### src/rtl/saturn_bus_pkg.sv
// rtl/saturn_bus_pkg.sv - shared phase encodings, FSM states and entry layout for the Saturn bus sequencer
package saturn_bus_pkg;

  localparam int DEF_PROG_DEPTH = 32;
  localparam int DEF_NIBBLE_W   = 4;
  localparam int DEF_RD_CNT_W   = 5;

  localparam logic [3:0] PH_SEND   = 4'b0001;
  localparam logic [3:0] PH_READ   = 4'b0010;
  localparam logic [3:0] PH_DECODE = 4'b0100;
  localparam logic [3:0] PH_EXEC   = 4'b1000;

  typedef enum logic [1:0] {
    S_IDLE = 2'd0,
    S_SEND = 2'd1,
    S_READ = 2'd2
  } bus_state_t;

  // Queue entries are {cmd_flag, nibble}; the flag sits just above the nibble.
  localparam int CMD_FLAG = DEF_NIBBLE_W;

  function automatic int cmd_flag_bit(input int nibble_w);
    return nibble_w;
  endfunction

endpackage

### src/rtl/saturn_bus_fifo.sv
// rtl/saturn_bus_fifo.sv - circular command/data queue with registered level, full and empty
module saturn_bus_fifo
  import saturn_bus_pkg::*;
#(
  parameter int DEPTH = DEF_PROG_DEPTH,
  parameter int WIDTH = DEF_NIBBLE_W + 1
) (
  input  logic                     i_clk,
  input  logic                     i_reset_n,
  input  logic                     i_push,
  input  logic [WIDTH-1:0]         i_push_data,
  input  logic                     i_pop,
  output logic [WIDTH-1:0]         o_head,
  output logic [$clog2(DEPTH):0]   o_level,
  output logic                     o_full,
  output logic                     o_empty
);

  localparam int AW = $clog2(DEPTH);
  localparam int LW = AW + 1;

  logic [WIDTH-1:0] mem [DEPTH];
  logic [AW-1:0]    wr_ptr;
  logic [AW-1:0]    rd_ptr;
  logic             do_push;
  logic             do_pop;

  assign o_full  = (o_level == LW'(DEPTH));
  assign o_empty = (o_level == '0);
  assign o_head  = mem[rd_ptr];
  assign do_push = i_push && !o_full;
  assign do_pop  = i_pop && !o_empty;

  // DEPTH is a power of two, so the pointers wrap by plain overflow.
  always_ff @(posedge i_clk or negedge i_reset_n) begin
    if (!i_reset_n) begin
      wr_ptr  <= '0;
      rd_ptr  <= '0;
      o_level <= '0;
    end else begin
      if (do_push) wr_ptr <= wr_ptr + AW'(1);
      if (do_pop)  rd_ptr <= rd_ptr + AW'(1);
      case ({do_push, do_pop})
        2'b10:   o_level <= o_level + LW'(1);
        2'b01:   o_level <= o_level - LW'(1);
        default: o_level <= o_level;
      endcase
    end
  end

  always_ff @(posedge i_clk) begin
    if (do_push) mem[wr_ptr] <= i_push_data;
  end

endmodule

### src/rtl/saturn_bus_sequencer.sv
// rtl/saturn_bus_sequencer.sv - nibble-bus sequencer: queued sends, counted read bursts; SATURN_BUS_PHASE_CHECK_EN adds phase fault detection
module saturn_bus_sequencer
  import saturn_bus_pkg::*;
#(
  parameter int PROG_DEPTH = DEF_PROG_DEPTH,
  parameter int NIBBLE_W   = DEF_NIBBLE_W,
  parameter int RD_CNT_W   = DEF_RD_CNT_W
) (
  input  logic                          i_clk,
  input  logic                          i_reset_n,
  input  logic [3:0]                    i_phases,
  input  logic                          i_debug_cycle,
  input  logic                          i_cmd_valid,
  input  logic [NIBBLE_W:0]             i_cmd_data,
  output logic                          o_cmd_ready,
  input  logic                          i_rd_req,
  input  logic [RD_CNT_W-1:0]           i_rd_count,
  output logic                          o_rd_valid,
  output logic [NIBBLE_W-1:0]           o_rd_nibble,
  output logic                          o_bus_clk_en,
  output logic                          o_bus_is_data,
  output logic [NIBBLE_W-1:0]           o_bus_nibble_out,
  input  logic [NIBBLE_W-1:0]           i_bus_nibble_in,
  output logic [$clog2(PROG_DEPTH):0]   o_level,
  output logic                          o_busy,
  output logic                          o_error
);

  localparam int ENT_W = NIBBLE_W + 1;
  localparam int FLAG  = cmd_flag_bit(NIBBLE_W);

  bus_state_t          state;
  logic [RD_CNT_W-1:0] rd_remaining;
  logic [ENT_W-1:0]    head;
  logic                fifo_full;
  logic                fifo_empty;
  logic                do_pop;
  logic                advance;
  logic                rd_dec;
  logic                final_dec;
  logic                rd_busy;
  logic                frozen;
  logic                phase_fault;

`ifdef SATURN_BUS_PHASE_CHECK_EN
  assign phase_fault = !i_debug_cycle && !frozen &&
                       ((i_phases == '0) || ((i_phases & (i_phases - 4'd1)) != '0));

  always_ff @(posedge i_clk or negedge i_reset_n) begin
    if (!i_reset_n)       frozen <= 1'b0;
    else if (phase_fault) frozen <= 1'b1;
  end
`else
  assign phase_fault = 1'b0;
  assign frozen      = 1'b0;
`endif

  assign o_cmd_ready = !fifo_full;
  assign advance     = !i_debug_cycle && !frozen && !phase_fault;
  assign do_pop      = advance && (i_phases == PH_SEND) && !fifo_empty;
  assign rd_dec      = advance && (i_phases == PH_READ) && (state == S_READ) && (rd_remaining != '0);
  assign final_dec   = rd_dec && (rd_remaining == RD_CNT_W'(1));
  // A request landing on the last capture is treated as arriving after it.
  assign rd_busy     = (rd_remaining != '0) && !final_dec;

  saturn_bus_fifo #(
    .DEPTH (PROG_DEPTH),
    .WIDTH (ENT_W)
  ) u_fifo (
    .i_clk       (i_clk),
    .i_reset_n   (i_reset_n),
    .i_push      (i_cmd_valid),
    .i_push_data (i_cmd_data),
    .i_pop       (do_pop),
    .o_head      (head),
    .o_level     (o_level),
    .o_full      (fifo_full),
    .o_empty     (fifo_empty)
  );

  always_ff @(posedge i_clk or negedge i_reset_n) begin
    if (!i_reset_n) begin
      state            <= S_IDLE;
      rd_remaining     <= '0;
      o_bus_clk_en     <= 1'b0;
      o_bus_is_data    <= 1'b0;
      o_bus_nibble_out <= '0;
      o_rd_valid       <= 1'b0;
      o_rd_nibble      <= '0;
      o_busy           <= 1'b1;
      o_error          <= 1'b0;
    end else begin
      o_rd_valid <= 1'b0;
      if (phase_fault || frozen) o_bus_clk_en <= 1'b0;
      if (phase_fault)           o_error      <= 1'b1;

      if (advance) begin
        case (i_phases)
          PH_SEND: begin
            if (!fifo_empty) begin
              o_bus_nibble_out <= head[NIBBLE_W-1:0];
              o_bus_is_data    <= !head[FLAG];
              o_bus_clk_en     <= 1'b1;
              o_busy           <= 1'b1;
              state            <= S_SEND;
            end else if (rd_remaining != '0) begin
              o_bus_clk_en <= 1'b1;
              o_busy       <= 1'b1;
              state        <= S_READ;
            end else begin
              state <= S_IDLE;
            end
          end
          PH_READ: begin
            o_bus_clk_en <= 1'b0;
            if (rd_dec) begin
              o_rd_nibble <= i_bus_nibble_in;
              o_rd_valid  <= 1'b1;
            end
          end
          PH_DECODE: begin
            if (fifo_empty && (rd_remaining == '0)) begin
              o_busy <= 1'b0;
              state  <= S_IDLE;
            end
          end
          default: ;
        endcase
      end

      if (i_rd_req && !rd_busy) rd_remaining <= i_rd_count;
      else if (rd_dec)          rd_remaining <= rd_remaining - RD_CNT_W'(1);
      if (i_rd_req && rd_busy)  o_error <= 1'b1;
    end
  end

endmodule
### config.mk
export PLATFORM = sky130hd
export DESIGN_NAME = saturn_bus_sequencer
export DESIGN_NICKNAME = d
export VERILOG_FILES = /design/src/rtl/saturn_bus_pkg.sv /design/src/rtl/saturn_bus_fifo.sv /design/src/rtl/saturn_bus_sequencer.sv
export SDC_FILE = /design/constraint.sdc
export NUM_CORES = 1
export LEC_CHECK = 0
export CAP_MARGIN = 20
export CORE_MARGIN = 4
export CORE_UTILIZATION = 51
export DETAILED_ROUTE_END_ITERATION = 8
export MAX_ROUTING_LAYER = met4
export PLACE_DENSITY = 0.71
export SLEW_MARGIN = 40
export SYNTH_ARGS = -nofsm -noshare
export SYNTH_HDL_FRONTEND = slang
export SYNTH_SLANG_ARGS = --single-unit
### constraint.sdc
create_clock -name i_clk -period 7 [get_ports i_clk]
set_input_delay 0.7 -clock i_clk [delete_from_list [all_inputs] [get_ports i_clk]]
set_output_delay 0.7 -clock i_clk [all_outputs]
set_load 0.03 [all_outputs]
# Word level (Yosys, flattened, before mapping)
# Memory sizes are Yosys's and may differ from the RTL's.
# Index checks and enable logic that the tools add are counted.
[totals] regBits=36 ram_bits=160 inputBits=23 output_inout_bits=20 word_cells=77 mem_count=1
[classes] n_addsub=5 eq_ne=10 mux=17 n_bitwise=2 reduce_logical=30
[memory_table] memory="u_fifo.mem" depth=32 word_bits=5 rd=1 rd_clocked_by_memory_dff=0 wr=1 line_no="saturn_bus_fifo.sv:22" rtl="logic [WIDTH-1:0] mem [DEPTH];"
[op_table] cell="$logic_and A1 B1 Y1" count=12
[op_table] cell="$pmux W6 S2" count=1
[op_table] cell="$reduce_and A3 Y1" count=4
[op_table] cell="$add A5 B1 Y5 const B" count=2
[op_table] cell="$mux W5" count=2
[op_table] cell="$mux W1" count=8
[op_table] cell="$reduce_bool A2 Y1" count=4
[op_table] cell="$add A6 B1 Y6 const B" count=1
[op_table] cell="$eq A6 B6 Y1 const B" count=1
[op_table] cell="$logic_not A1 Y1" count=6
[op_table] cell="$logic_not A6 Y1" count=1
[op_table] cell="$mux W2" count=3
[op_table] cell="$sub A6 B1 Y6 const B" count=1
[op_table] cell="$eq A5 B1 Y1 const B" count=1
[op_table] cell="$logic_not A5 Y1" count=1
[op_table] cell="$reduce_bool A5 Y1" count=1
[op_table] cell="$sub A5 B1 Y5 const B" count=1
[op_table] cell="$eq A2 B2 Y1 const B" count=2
[op_table] cell="$eq A4 B1 Y1 const B" count=1
[op_table] cell="$eq A4 B2 Y1 const B" count=1
[op_table] cell="$eq A4 B3 Y1 const B" count=1
[op_table] cell="$pmux W1 S2" count=2
[op_table] cell="$pmux W2 S2" count=1
[op_table] cell="$reduce_and A4 Y1" count=1
[op_table] cell="other kinds (4)" count=5

# Depth between registers and ports, before layout
# Gate-level depths: netlist of the first run.
[depth] ltp_word=10 mapped_depth=12 ltp_nobuf=11

# Hierarchy
# Synthesis of the first run repeated with hierarchy kept, for this count alone.
[unflattened] cells_unflattened=492 area_unflattened_um2=8239.2
[by_module_without_submodules] mod="saturn_bus_fifo" instances=1 cells_per_inst=401 area_each_um2=7206.9
[by_module_without_submodules] mod="saturn_bus_sequencer" instances=1 cells_per_inst=91 area_each_um2=1032.2

# Worst setup path after synthesis of the first run
# OpenSTA, ideal clock, no wires.
[synth_path] kind="input-to-reg" from="input port i_phases[3]" to="register u_fifo.o_level[5]" arrival_time_ns=3.033 required_ns=6.862 slack_ns=3.829 path_stages=12 path_buffers=1 path_cell_list="or4b_1 nor2_4 nand2_2 inv_1 buf_4 ha_1 ha_1 a21oi_1 o21ai_0 nand2_1 o211ai_1 xor2_1"
[synth_between] elab_chain_len=6 elab_cells_between_ends=8 classes_between="eq/ne: 3; mux: 1; reduce/logical: 4"
[synth_rtl] element="start: declaration" line_no="saturn_bus_sequencer.sv:11" rtl="input logic [3:0] i_phases,"
[synth_rtl] element="$eq A4 B1 Y1 *" line_no="saturn_bus_sequencer.sv:60" rtl="assign do_pop = advance && (i_phases == PH_SEND) && !fifo_empty;"
[synth_rtl] element="$logic_and A1 B1 Y1 * (2 in a row)" line_no="saturn_bus_sequencer.sv:60"
[synth_rtl] element="$logic_and A1 B1 Y1 *" line_no="saturn_bus_fifo.sv:32" rtl="assign do_pop = i_pop && !o_empty;"
[synth_rtl] element="net u_fifo.do_pop" line_no="saturn_bus_fifo.sv:26" rtl="logic do_pop;"
[synth_rtl] element="$eq A2 B1 Y1 or $eq A2 B2 Y1 (tied branches)" line_no="saturn_bus_fifo.sv:43" rtl="case ({do_push, do_pop})"
[synth_rtl] element="$pmux W6 S2 or $reduce_bool A2 Y1 (tied branches)"
[synth_rtl] element="end signal: assignment" line_no="saturn_bus_fifo.sv:44" rtl="2'b10: o_level <= o_level + LW'(1);"
[synth_rtl] element="end signal: assignment" line_no="saturn_bus_fifo.sv:45" rtl="2'b01: o_level <= o_level - LW'(1);"
[synth_rtl] element="end signal: assignment" line_no="saturn_bus_fifo.sv:46" rtl="default: o_level <= o_level;"
[synth_rtl] element="end: declaration" line_no="saturn_bus_fifo.sv:14" rtl="output logic [$clog2(DEPTH):0] o_level,"
# The timed path passes the listed nets; every way through them passes the cells marked *.
# A chain may end at the register's enable or synchronous reset.

# Worst setup path in the final report of the first run
[layout_path] from="input port i_phases[3]" to="register u_fifo.o_level[5]"
[layout_between] elab_chain_len=6 elab_cells_between_ends=8 classes_between="eq/ne: 3; mux: 1; reduce/logical: 4"
[layout_rtl] element="$eq A4 B1 Y1 *" line_no="saturn_bus_sequencer.sv:60"
[layout_rtl] element="$logic_and A1 B1 Y1 * (2 in a row)" line_no="saturn_bus_sequencer.sv:60"
[layout_rtl] element="$logic_and A1 B1 Y1 *" line_no="saturn_bus_fifo.sv:32"
[layout_rtl] element="$eq A2 B1 Y1 or $eq A2 B2 Y1 (tied branches)" line_no="saturn_bus_fifo.sv:43"
[layout_rtl] element="$pmux W6 S2 or $reduce_bool A2 Y1 (tied branches)"
# Every way passes the cells marked *; elsewhere a longest branch is shown, timed or not.

==> results of run 1 <==
-- cell families after synthesis --
family	synth area share (%)
compound gates	4.300
xor+xnor	1.478
fa+ha+maj	2.203
buf+inv	2.263
flops	68.80
mux	12.51
simple gates	8.448
-- critical path: stages --
cell and delay, ps:
clkdlybuf4s50_1 450, or4b_1 620, nor2_4 180, nand2_2 150, inv_1 330, ha_1 430
ha_1 300, a21oi_1 190, o21ai_0 190, nand2_1 110, o211ai_1 110, xor2_1 160
-- placed cells by master (no fill, tap or decap), types with 4 or more instances in the layout --
cell	instances
a211oi_1	5
a21oi_1	7
buf_2	4
buf_4	5
clkbuf_16	17
clkdlybuf4s50_1	37
clkinv_4	4
dfrtp_1	34
edfxtp_1	160
ha_1	13
inv_1	11
mux2_2	14
mux2i_1	8
mux4_1	9
mux4_2	25
nand2_1	32
nand2b_1	6
nand3_1	4
nand3b_1	5
nor2_1	53
nor2b_1	7
nor3_1	7
nor4_1	6
o21ai_0	16
xnor2_1	11
-- through the flow --
step / worst slack (ps) / hold WS [ps] / power (mW) / cells / area (um2)
after floorplan: 3829 / 404.4 / 2.243 / 510 / 8294
after global placement: 3117 / 439.6 / 2.526 / 748 / 8865
after detailed placement: 2967 / 450.4 / 2.547 / 748 / 8845
after CTS: 3407 / 381.4 / 3.480 / 780 / 9415
after global routing: 3161 / 245.8 / 3.623 / 780 / 9418
final: 3383 / 219.3 / 3.458 / 780 / 9418
-- cell type report --
class	count	area share (%)
Clock buffer	17	4.517
Inverter	11	0.4384
Timing Repair Buffer	46	4.544
Tap cell	216	2.870
Clock inverter	15	1.541
Multi-Input combinational cell	279	25.48
Sequential cell	196	60.61
-- path summary, 6_finish.rpt --
kind	to	slack (ps)
worst min register to register	o_error	460
max in group asynchronous	u_fifo.rd_ptr[0]	6430
worst max-delay path	u_fifo.o_level[5]	3380
min in group i_clk	o_error	460
worst max register to register	u_fifo.o_level[5]	3610
worst min-delay path	u_fifo.o_level[5]	220
-- metal layers --
layer,vias to the layer above,wire (um),share of wire [%],global-route usage (%)
met4,0,395,2.4,7.167
met2,183,7718,48,29.23
met1,2314,6906,43,25.99
met5,-,0,0,-
li1,2055,-,-,-
met3,26,1198,7.4,4.532
-- cells in the mapped netlist (3+ instances only) --
cell,number
a21o_1,3
nand2_1,32
mux4_2,25
nor2b_1,7
clkbuf_1,8
a22o_1,3
nand4_1,3
o21ai_0,16
nor4b_1,3
xor2_1,3
inv_1,11
mux2_2,14
nor2_1,53
nor3_1,7
buf_6,3
a22oi_1,3
nand3b_1,5
nor4_1,6
a21oi_1,7
nand2b_1,6
a31oi_1,3
xnor2_1,11
nand3_1,4
buf_4,7
mux2i_1,8
a211oi_1,5
ha_1,13
mux4_1,9
edfxtp_1,160
o211ai_1,3
o22ai_1,3
dfrtp_1,35
buf_2,6
-- flip-flops by register name, summed over array words and instances (netlist names), 2 cells and up --
register	count
o_bus_nibble_out	4
o_rd_nibble	4
rd_remaining	5
state	2
u_fifo.mem	160
u_fifo.o_level	6
u_fifo.rd_ptr	5
u_fifo.wr_ptr	5
-- power by group --
| part | internal, mW | total, mW | switching (mW) |
|---|---|---|---|
| combinational | 0.445 | 1.01 | 0.563 |
| sequential | 1.40 | 1.51 | 0.114 |
| clock | 0.500 | 0.941 | 0.441 |
| total | 2.34 | 3.46 | 1.12 |
==> impl_metrics.ini, run 1 <==
[power_and_ir_drop]
p_leak_nw = 3.184
ir_worst_vdd_v = 0.0001931
p_per_area_nw_per_um2 = 367.2

[synth]
yosys.area.top_type_share_pct = 57.93
ys_types = 55
yosysWarningCount = 0
ys_seq_area_share_pct = 68.80
ys_seq_elements = 196
synth_edf_count = 160
synth_nets = 547
yosys.area.top_type = edfxtp_1
async_flop_share_pct = 18.37
postSynthAreaPerCell_um2 = 16.26
synth_ff_type = edfxtp_1
synthTopCellsByArea = edfxtp_1, dfrtp_1, mux4_2
syn_area_um2 = 8294
synthCells = 510

[floorplan]
pin_count = 43
initial_core_util_pct = 52.21
rows = 46
die_y_um = 135.5
dieArea_um2 = 18370
die_x_um = 135.5
core_um2 = 15890

[finish]
multi_input_area_um2 = 2400
syn2layout_area_growth_pct = 13.55
num_antenna_cells = 0
drive_gt1_share_pct = 15.25
fin_nets = 588
fill_cells = 1200
regArea_um2 = 5708
utilization_pct = 59.29

[setup_path]
r2r-start = u_fifo.o_level[1]
worstSetupPathType = input pin to flop
critical_path_arrival_ps = 3930
required_ps = 7310
cp_max_fo = 14
crit_path_end_kind = flop
rr_worst_depth = 9
startpoint_type = input pin
worstSetupStartpoint = i_phases[3]

[clocking]
cts-buffers-inserted = 17
ctsHoldBuffers = 0
clk_latency_ps = 430
cts_tree = built
cts_sinks = 196
clockBufferDepth = 2
path_clk_slew_ps = 70
clockRootBuffer = clkbuf_16
cts_max_level = 4
post-cts-setup-buffers = 0
ctsResizeCount = 0

[sta]
rsz0062_at_grt = false
maxSlewHeadroom_pct = 46.99
skew_ps = 8.210
finalSetupViolations = 0
finalHoldViolations = 0
worst_slew_pin_slew_ps = 791.5
timing.final.crit_share_pct = 51.68
timing.fmax_ghz = 0.2764
finalMaxSlewViolations = 0
fin_tns_setup_ps = 0
min_period_ps = 3617

[placed_design]
dp_hpwl_um = 10400
io_buffers = 42
gp_congestion = 0.8737

[grt]
grt_overflow = 0
grt_start_max_net_pins = 47
antenna_found_initial = 0
grt_pass1_vias = 4570
grt_use_total_pct = 19.35
grt_pass1_wl_um = 25780

[outcome]
status = complete, no violations

[detailed_routing]
route.vias.total = 4578
wl_per_cell_um = 20.79
drc_errors = 0
avgViaCountPerCell = 5.869
routed_wirelength_um = 16220
ant_nets = 0
drt-pass1-iter-count = 5
drt_iter0_markers = 397

[run]
maxCapViolCount = 0

[worst_hold_path]
hold_path.class = input pin to asynchronous set/reset pin
Power figures use the tool's default switching activity.
==> run 2: changes to the inputs <==
==> constraint.sdc (replaced) <==
create_clock -name i_clk -period 3.4 [get_ports i_clk]
set_input_delay 0.34 -clock i_clk [delete_from_list [all_inputs] [get_ports i_clk]]
set_output_delay 0.34 -clock i_clk [all_outputs]
set_load 0.03 [all_outputs]
==> run 2 against run 1 <==
Via count shrank 1.9%. Combinational power grew 97%. Clock skew grew 1.1 ps. Setup slack lost 3000 ps. Worst hold slack gained 170 ps. Largest power group unchanged. Global-route usage shrank 0.084 points. Critical path type is now flop to flop. Critical endpoint unchanged. Flip-flop and latch count is the same. Total power grew 110%. Sequential power grew 110%. Clock power grew 110%.
==> impl_metrics.ini, run 2 (synthesis gave the netlist of run 1 again) <==
[finish]
layout_common_cells = edfxtp_1, nor2_1, clkdlybuf4s50_1, dfrtp_1, nand2_1
fill_cells = 1198
largest_register_ffs = 160
reg_top3 = u_fifo.mem: 160 flops, u_fifo.o_level: 6 flops
fin_nets = 599
syn2layout_area_growth_pct = 14.87
top_register = u_fifo.mem
multi_input_area_um2 = 2400
final_common_cell = edfxtp_1
drive_gt1_share_pct = 16.70
regArea_um2 = 5709
num_antenna_cells = 0

[sta]
fin_tns_setup_ps = 0
rsz0062_at_grt = false
worst_slew_pin_slew_ps = 791.1
timing.fmax_ghz = 0.3362
finalHoldViolations = 0
min_period_ps = 2974
finalMaxSlewViolations = 0
timing.final.crit_share_pct = 87.47
maxSlewHeadroom_pct = 45.90
skew_ps = 9.348
finalSetupViolations = 0

[setup_path]
r2r-start = u_fifo.o_level[0]
timing.rr.end = u_fifo.o_level[5]
cp_max_fo = 9
r2r_slack_ps = 430
endpoint = u_fifo.o_level[5]
worstSetupPathType = flop to flop
critical_path_arrival_ps = 3330
startpoint_type = flop
required_ps = 3760
crit_path_end_kind = flop
worstSetupStartpoint = u_fifo.o_level[0]
rr_worst_depth = 9

[floorplan]
core_um2 = 15890
pin_count = 43
dieArea_um2 = 18370
initial_core_util_pct = 52.21
die_x_um = 135.5
rows = 46
die_y_um = 135.5

[placed_design]
gp_congestion = 0.8475
dp_hpwl_um = 10570
io_buffers = 42

[detailed_routing]
routed_wirelength_um = 16020
route.vias.total = 4490
wl_per_cell_um = 20.25
drt_iter0_markers = 331
ant_nets = 0
drc_errors = 0
avgViaCountPerCell = 5.676
drt-pass1-iter-count = 5

[grt]
grt_overflow = 0
grt_pass1_wl_um = 25590
antenna_found_initial = 0
grt_use_total_pct = 19.27
grt_start_max_net_pins = 37
grt_pass1_vias = 4587

[clocking]
clockRootBuffer = clkbuf_16
clockBufferDepth = 2
cts-buffers-inserted = 17
cts_tree = built
clk_latency_ps = 430
cts_max_level = 4
path_clk_slew_ps = 70
cts_sinks = 196

[power_and_ir_drop]
p_leak_nw = 3.236
p_total_mw = 7.136
p_per_area_nw_per_um2 = 749.0
ir_worst_vdd_v = 0.0004794

[run]
maxCapViolCount = 0

[outcome]
status = complete, no violations

[worst_hold_path]
hold_path.class = input pin to asynchronous set/reset pin
[run 2: routing by layer]
| layer | routed length, um | part of all wire [%] | track usage, % |
|---|---|---|---|
| met5 | 0 | 0 | - |
| met4 | 231 | 1.4 | 6.047 |
| met3 | 1055 | 6.6 | 4.235 |
| met2 | 8030 | 50 | 31.31 |
| met1 | 6699 | 42 | 24.55 |
[run 2: what timing repair did]
item                                   in CTS  in global routing
gates resized for setup                     0                  0
hold buffers                                1                  0
endpoints found under the hold margin       4                  0
buffers inserted                            0                  0
[run 2: metrics by stage]
stage | worst slack (ps) | instances | util, % | hold WS [ps] | cell area [um2]
5_1_grt | 124.0 | 791 | 59.98 | 427.4 | 9528
6_report | 426.0 | 791 | 59.98 | 394.2 | 9528
3_3_place_gp | 255.4 | 758 | 56.36 | 440.8 | 8952
2_1_floorplan | 289.1 | 510 | - | 44.41 | 8294
3_5_place_dp | 165.7 | 758 | 56.29 | 452.2 | 8942
4_1_cts | 389.2 | 791 | 59.96 | 425.7 | 9524
[run 2: final cells by class]
cell class	instances	share of cell area (%)
Clock buffer	17	4.465
Clock inverter	15	1.536
Inverter	11	0.4334
Multi-Input combinational cell	279	25.19
Sequential cell	196	59.92
Tap cell	216	2.837
Timing Repair Buffer	57	5.620
[run 2: worst min-delay path by stage]
stage	start	to	slack [ps]	cells past startpoint
floorplan	i_reset_n	o_bus_clk_en	40	0
global placement	o_error	o_error	440	1
detailed placement	o_error	o_error	450	1
CTS	i_cmd_data[0]	u_fifo.mem[15][0]	430	1
global route	i_reset_n	u_fifo.o_level[0]	430	2
finish	i_reset_n	u_fifo.o_level[0]	390	2
[run 2: where the power goes]
part	switching [mW]	total, mW	internal (mW)	leakage, nW
Combinational	1.02	1.99	0.964	1.08
Clock	0.899	1.93	1.03	0.277
Sequential	0.345	3.22	2.87	1.88
[run 2: worst max-delay path: stages (launching register included)]
cell      delay, ps
dfrtp_1         450
nor4_1          510
nand2_1         170
nand2_2         110
inv_1            50
ha_1            310
ha_1            260
or4b_2          680
o211ai_1        200
xor2_1          150
